### src/rtl/mac_feed_ctrl.sv
// Operand sequencer feeding a sequential multiply-accumulator: buffers (a, b) pairs in a
// small FIFO and issues exactly len pairs per vector, framed by acc_clr and done pulses.
module mac_feed_ctrl #(
    parameter int WIDTH = 4,
    parameter int DEPTH = 4,
    parameter int LENW  = 8
) (
    input  logic             clk_i,
    input  logic             reset_i,
    input  logic             start_i,
    input  logic [LENW-1:0]  len_i,
    input  logic             in_valid_i,
    output logic             in_ready_o,
    input  logic [WIDTH-1:0] in_a_i,
    input  logic [WIDTH-1:0] in_b_i,
    output logic [WIDTH-1:0] mac_a_o,
    output logic [WIDTH-1:0] mac_b_o,
    output logic             mac_en_o,
    output logic             acc_clr_o,
    output logic             busy_o,
    output logic             done_o
);

    localparam int AW = $clog2(DEPTH);
    localparam logic [AW:0] DEPTH_C = (AW+1)'(DEPTH);

    typedef enum logic [2:0] {
        S_IDLE,
        S_CLR,
        S_RUN,
        S_WAIT,
        S_DONE
    } state_t;

    state_t              state_q;
    logic [LENW-1:0]     rem_q;
    logic [WIDTH-1:0]    mac_a_q;
    logic [WIDTH-1:0]    mac_b_q;
    logic                mac_en_q;
    logic                acc_clr_q;
    logic                busy_q;
    logic                done_q;

    logic [2*WIDTH-1:0]  mem_q [DEPTH];
    logic [AW-1:0]       wr_ptr_q, wr_ptr_d;
    logic [AW-1:0]       rd_ptr_q, rd_ptr_d;
    logic [AW:0]         count_q, count_d;
    logic [2*WIDTH-1:0]  head;
    logic                full;
    logic                empty;
    logic                push;
    logic                pop;

    assign full       = (count_q == DEPTH_C);
    assign empty      = (count_q == '0);
    assign in_ready_o = !full;
    assign push       = in_valid_i && !full;
    assign pop        = (state_q == S_RUN) && !empty && (rem_q != '0);
    assign head       = mem_q[rd_ptr_q];

    // Pointers wrap naturally because DEPTH is a power of two.
    always_comb begin
        wr_ptr_d = wr_ptr_q;
        rd_ptr_d = rd_ptr_q;
        count_d  = count_q;
        if (push) begin
            wr_ptr_d = wr_ptr_q + AW'(1);
        end
        if (pop) begin
            rd_ptr_d = rd_ptr_q + AW'(1);
        end
        if (push && !pop) begin
            count_d = count_q + (AW+1)'(1);
        end else if (!push && pop) begin
            count_d = count_q - (AW+1)'(1);
        end
    end

    always_ff @(posedge clk_i) begin
        if (push) begin
            mem_q[wr_ptr_q] <= {in_a_i, in_b_i};
        end
    end

    always_ff @(posedge clk_i or posedge reset_i) begin
        if (reset_i) begin
            wr_ptr_q <= '0;
            rd_ptr_q <= '0;
            count_q  <= '0;
        end else begin
            wr_ptr_q <= wr_ptr_d;
            rd_ptr_q <= rd_ptr_d;
            count_q  <= count_d;
        end
    end

    always_ff @(posedge clk_i or posedge reset_i) begin
        if (reset_i) begin
            state_q   <= S_IDLE;
            rem_q     <= '0;
            mac_a_q   <= '0;
            mac_b_q   <= '0;
            mac_en_q  <= 1'b0;
            acc_clr_q <= 1'b0;
            busy_q    <= 1'b0;
            done_q    <= 1'b0;
        end else begin
            mac_en_q  <= 1'b0;
            acc_clr_q <= 1'b0;
            done_q    <= 1'b0;
            case (state_q)
                S_IDLE: begin
                    if (start_i) begin
                        rem_q     <= len_i;
                        acc_clr_q <= 1'b1;
                        busy_q    <= 1'b1;
                        state_q   <= S_CLR;
                    end
                end
                S_CLR: begin
                    if (rem_q == '0) begin
                        done_q  <= 1'b1;
                        state_q <= S_DONE;
                    end else begin
                        state_q <= S_RUN;
                    end
                end
                S_RUN: begin
                    // An empty FIFO simply leaves a bubble; rem is held until data arrives.
                    if (pop) begin
                        mac_a_q  <= head[2*WIDTH-1:WIDTH];
                        mac_b_q  <= head[WIDTH-1:0];
                        mac_en_q <= 1'b1;
                        rem_q    <= rem_q - LENW'(1);
                        if (rem_q == LENW'(1)) begin
                            state_q <= S_WAIT;
                        end
                    end
                end
                S_WAIT: begin
                    done_q  <= 1'b1;
                    state_q <= S_DONE;
                end
                S_DONE: begin
                    busy_q  <= 1'b0;
                    state_q <= S_IDLE;
                end
                default: begin
                    busy_q  <= 1'b0;
                    state_q <= S_IDLE;
                end
            endcase
        end
    end

    assign mac_a_o   = mac_a_q;
    assign mac_b_o   = mac_b_q;
    assign mac_en_o  = mac_en_q;
    assign acc_clr_o = acc_clr_q;
    assign busy_o    = busy_q;
    assign done_o    = done_q;

endmodule
### config.mk
export PLATFORM = sky130hd
export DESIGN_NAME = mac_feed_ctrl
export DESIGN_NICKNAME = d
export VERILOG_FILES = /design/src/rtl/mac_feed_ctrl.sv
export SDC_FILE = /design/constraint.sdc
export NUM_CORES = 1
export LEC_CHECK = 0
export ABC_CLOCK_PERIOD_IN_PS = 3000
export CAP_MARGIN = 40
export CORE_MARGIN = 5
export CORE_UTILIZATION = 55
export DETAILED_ROUTE_END_ITERATION = 8
export GPL_TIMING_DRIVEN = 0
export PLACE_DENSITY = 0.89
export SYNTH_ARGS = -nofsm -noshare
export SYNTH_HDL_FRONTEND = slang
export SYNTH_SLANG_ARGS = --single-unit
### constraint.sdc
create_clock -name clk_i -period 3 [get_ports clk_i]
set_input_delay 0.9 -clock clk_i [delete_from_list [all_inputs] [get_ports clk_i]]
set_output_delay 0.9 -clock clk_i [all_outputs]
set_load 0.01 [all_outputs]
### Word level (Yosys, flattened, before mapping)

Memories as Yosys holds them, arrays and structs flattened. A register that Yosys moved wholly into a read port is not among the register bits.
Index checks and enable logic that the tools add are counted.
W data, S select, Z words.

| storage, ports and cells | value |
|---|---|
| logic and storage cells | 64 |
| memories kept | 1 |
| output and inout port bits | 13 |
| flip-flop bits (word level) | 22 |
| memory bits (writable) | 32 |
| bits of input ports | 20 |

| cells by class | value |
|---|---|
| eq/ne operators | 8 |
| bitwise operators | 1 |
| muxes and demuxes | 20 |
| $add $sub $neg | 5 |
| reductions and logical operators | 20 |

Memory list:

| memory | depth | width | read ports | clocked after memory_dff | write ports | RTL line | source |
|---|---|---|---|---|---|---|---|
| mem_q | 4 | 8 | 1 | 1 | 1 | 44 | `logic [2*WIDTH-1:0] mem_q [DEPTH];` |

Operators with widths:

| kind | count |
|---|---|
| $mux W3 | 6 |
| $mux W8 | 2 |
| $pmux W8 S2 | 1 |
| $pmux W3 S4 | 1 |
| $eq A8 B1 Y1 const B | 1 |
| $logic_not A8 Y1 | 1 |
| $mux W1 | 8 |
| $reduce_bool A8 Y1 | 1 |
| $sub A8 B1 Y8 const B | 1 |
| $eq A3 B2 Y1 const B | 2 |
| $logic_not A3 Y1 | 2 |
| $reduce_and A3 Y1 | 2 |
| $logic_and A1 B1 Y1 | 5 |
| $add A2 B1 Y2 const B | 2 |
| $logic_not A1 Y1 | 4 |
| $ne A2 B2 Y1 const B | 2 |
| $pmux W1 S2 | 2 |
| $reduce_and A2 Y1 | 2 |
| $reduce_bool A2 Y1 | 2 |
| $add A3 B1 Y3 const B | 1 |
| $eq A3 B1 Y1 const B | 1 |
| $eq A3 B3 Y1 const B | 1 |
| $reduce_or A3 Y1 | 1 |
| $sub A3 B1 Y3 const B | 1 |
| 2 further kinds | 2 |

### Depth between registers and ports, before layout

| logic depth | value |
|---|---|
| depth in word-level cells | 7 |
| gate-level depth with buffers | 11 |
| gate-level depth less buffers | 10 |

### Least setup slack after synthesis

No wires, ideal clock.

| path | value |
|---|---|
| kind | flip-flop to flip-flop |
| start | register rem_q[0] |
| end | register count_q[2] |
| clock period less this slack | 2.445 ns |
| stages on the path, launching flop included | 12 |
| setup time | 0.079 ns |
| data required time | 2.921 ns |
| arrival time | 2.366 ns |
| setup slack | 0.555 ns |
| path buffers | 1 |
| cells stage by stage | dfrtp_1 -> inv_1 -> ha_1 -> nor4b_1 -> a211o_1 -> buf_2 -> ha_1 -> inv_1 -> fa_1 -> xor2_1 -> nor2_1 -> xor2_1 |

| on the way | value |
|---|---|
| cells in the longest elaborated chain, start to end | 5 |
| elaborated cells between the ends (all ways) | 7 |
| those cells by class | mux (1); reduce/logical (6) |

RTL lines:

| element | RTL line | source |
|---|---|---|
| start: declaration | 36 | `logic [LENW-1:0] rem_q;` |
| start signal: assignment | 114 | `rem_q <= len_i;` |
| start signal: assignment | 134 | `rem_q <= rem_q - LENW'(1);` |
| $reduce_bool A8 Y1 (*) | 58 | `assign pop = (state_q == S_RUN) && !empty && (rem_q != '0);` |
| $logic_and A1 B1 Y1 (*) | 58 |  |
| $logic_not A1 Y1 | 72 | `if (push && !pop) begin` |
| $logic_and A1 B1 Y1 | 72 |  |
| $mux W3 or $reduce_bool A2 Y1 (tied branches) | n/a |  |
| end signal: assignment | 93 | `count_q <= count_d;` |
| end: declaration | 47 | `logic [AW:0] count_q, count_d;` |

Every way passes the cells marked *; elsewhere a longest branch is shown, timed or not.
A chain may end at the register's enable or synchronous reset.

### Worst setup path in the final report

Ends and elaborated chain as after synthesis.

==> results.yml <==
routing:
  avgRoutedWirePerCell_um: 15.68
  ant_nets: 0
  dr.pass1.iters: 4
  drtIter0Drc: 115
  drc_errors: 0
  via_count: 1633
  wl_um: 4862
  vias_per_cell: 5.268
synth:
  ys_warn_count: 0
  synth_xor_area_share_pct: 1.967
  ys_seq_area_share_pct: 64.07
  synth_cell_types: 42
  synth-simple-area-share_pct: 10.63
  synth_area_leaders: "edfxtp_1 (36%), dfrtp_1 (28%), mux4_2 (6.7%), nand2_1 (4.4%), ha_1 (3.7%)"
  syn_area_mm2: 0.002671
  async_flop_share_pct: 48.39
  synth_enable_flop_cells: 32
  synthCells: 194
  ys_ff_latch: 62
  postSynthAreaPerCell_um2: 13.77
  synth_nets: 223
  synthMuxAreaShare_pct: 8.525
  synth_top_area_cell: "edfxtp_1"
  synth_top_family_by_area: "simple AND/OR/NAND/NOR gates"
  synth_compound_area_share_pct: 7.260
  synth_top_area_share_pct: 35.97
  synth_fa_ha_area_share_pct: 4.496
  yosys_most_used_dff: "edfxtp_1"
clock_tree:
  cts_tree: "yes"
  htreeDepth: 3
  clock-root-buffer: "clkbuf_8"
  clock_latency_ps: 340
  clkSlewWorstSetupHoldPaths_ps: 70
  cts_sinks: 62
  postCtsSetupRepairBufs: 0
  clockBufferDepth: 2
  cts_made_buffers: 9
critical_path:
  path_cells: "inv_1 -> ha_1 -> nor4b_2 -> a211o_1 -> buf_2 -> ha_1 -> inv_1 -> fa_1 -> xor2_1 -> nor2_1 -> xor2_1"
  ff2ff_path_depth: 11
  timing.rr.start: "rem_q[0]"
  required_ps: 3260
  cpMaxStageDelayCell: "dfrtp_1"
  reg2reg_to: "count_q[2]"
  crit_end: "count_q[2]"
  cpPeakStageDelay_ps: 420
  crit_start: "rem_q[0]"
  crit_type: "flip-flop to flip-flop"
  critPathLaunchType: "flip-flop"
  arrival_ps: 2980
  crit_cells: 11
  r2r_slack_ps: 290
  worst-path-max-fanout: 10
  critPathBufInv: 3
  path_delay_family: "adder cells"
  endpoint_kind: "flip-flop"
final_layout:
  area_growth_pct: 24.31
  final_nets: 267
  finalNonFillerCells: 310
  final_layout_size_suffix_gt1_share_pct: 13.58
  n_antenna_cell: 0
  fin_util_pct: 70.30
placed_design:
  place_congestion: 0.8501
  dp_cells: 294
  numPortBuffers: 32
  dp_hpwl_um: 3485
global_routing:
  gr-total-overflow: 0
  grt_max_degree: 22
  grt_pass1_vias: 1679
  grt_pass1_wl_um: 8273
  grtUsageTotal_pct: 18.00
  antenna_found_initial: 0
hold_path:
  hold_start: "mac_a_o[1]"
  hp-class: "flip-flop to flip-flop"
sta:
  slew-limit-headroom_pct: 50.36
  hold_violations: 0
  rsz0062_at_grt: "false"
  skew_ps: 7.551
  whs_ps: 471.3
  setup_viol: 0
  period_needed_ps: 2715
  finalMaxSlewViolations: 0
  max_slew.worst_pin.slew_ps: 744.6
  setup_tns_ps: 0
  fin_crit_sh_pct: 90.49
  max_freq_mhz: 368.4
floorplan:
  start_util_pct: 56.56
  coreArea_mm2: 0.004723
  ioPinCount: 33
  rows: 25
  die_height_um: 79.69
  die_area_mm2: 0.006351
  fp.dieW_um: 79.69
run:
  cap_violations: 0
power_and_ir_drop:
  p_leak_nw: 1.337
  vdd_ir_drop_max_mv: 0.4823
  power_density_mw_per_mm2: 1056
run_status:
  status: "finished clean"
placed cells by master, fill, tap and decap left out, types with 4 or more instances in the layout:
cell,n
and3_1,4
clkbuf_8,9
clkdlybuf4s50_1,32
clkinv_2,4
dfrtp_1,30
edfxtp_1,32
ha_1,8
inv_1,10
mux4_2,8
nand2_1,31
nor2_1,9
nor3_1,4
o21ai_0,5
xnor2_1,4
metal layers:
metal	share of wire, %	track usage, %	up-vias
met5	0	0	-
met4	1.9	10.31	0
met1	43	22.88	767
met3	5.4	5.418	8
li1	-	-	802
met2	50	27.38	56
Yosys cell counts, drive strengths merged, types with 4 or more instances:
master  count
inv        10
edfxtp     32
buf         5
mux4        8
nor3        4
nor2       10
ha          8
xnor2       4
and3        4
o21ai       5
dfrtp      30
nand2      31
metrics by stage:
stage,worst slack [ps],power (mW),instance area [µm²]
detailed placement,155.2,2.732,3103
global placement,172.5,2.661,3075
floorplan,554.6,2.303,2671
CTS,162.6,3.522,3314
finish,285.2,3.508,3321
global route,59.74,3.770,3321
final cells by class:
cell class | instances | area, µm²
repair buffers | 33 | 347.8
clock inverters | 7 | 87.58
flip-flops and latches | 62 | 1712
fillers | 302 | 1403
clock buffers | 9 | 123.9
multi-input cells | 114 | 884.6
inverters | 11 | 42.54
well taps | 67 | 83.83
plain buffers | 7 | 38.79
worst min path at each step:
stage	to	slack, ps	cells after the start
after floorplan	count_q[2]	460	1
after global placement	mac_a_o[1]	460	2
after detailed placement	mac_a_o[1]	460	2
after CTS	mac_a_o[1]	480	2
after global routing	mac_a_o[2]	510	2
final	mac_a_o[1]	470	2
timing repair:
| action | in CTS | in global routing |
|---|---|---|
| hold buffers | 0 | 0 |
| gates resized for setup | 0 | 1 |
| endpoints found under the hold margin | 0 | 0 |
| setup endpoints to repair | 0 | 1 |
state kept, by name, summed over array words and instances, names as in the netlist:
name / cells
rem_q: 8
count_q: 3
acc_clr_o: 1
state_q: 3
mac_a_o: 4
mem_q: 32
wr_ptr_q: 2
busy_o: 1
mac_en_o: 1
mac_b_o: 4
done_o: 1
rd_ptr_q: 2
logic make-up after synthesis:
group | count (synthesis)
simple gates | 60
flops | 62
buf+inv | 18
compound gates | 27
mux | 12
xor+xnor | 6
fa+ha+maj | 9
worst reg2reg max path: stages, from the launching register on:
cell	delay, ps
dfrtp_1	420
inv_1	130
ha_1	150
nor4b_2	290
a211o_1	290
buf_2	270
ha_1	230
inv_1	60
fa_1	370
xor2_1	170
nor2_1	110
xor2_1	150
power by group:
group	internal [mW]	leakage [nW]	switching, mW	total [mW]
combinational	0.655	0.571	0.692	1.35
clock	0.463	0.111	0.317	0.780
sequential	1.20	0.655	0.184	1.38
Power figures use the tool's default switching activity.
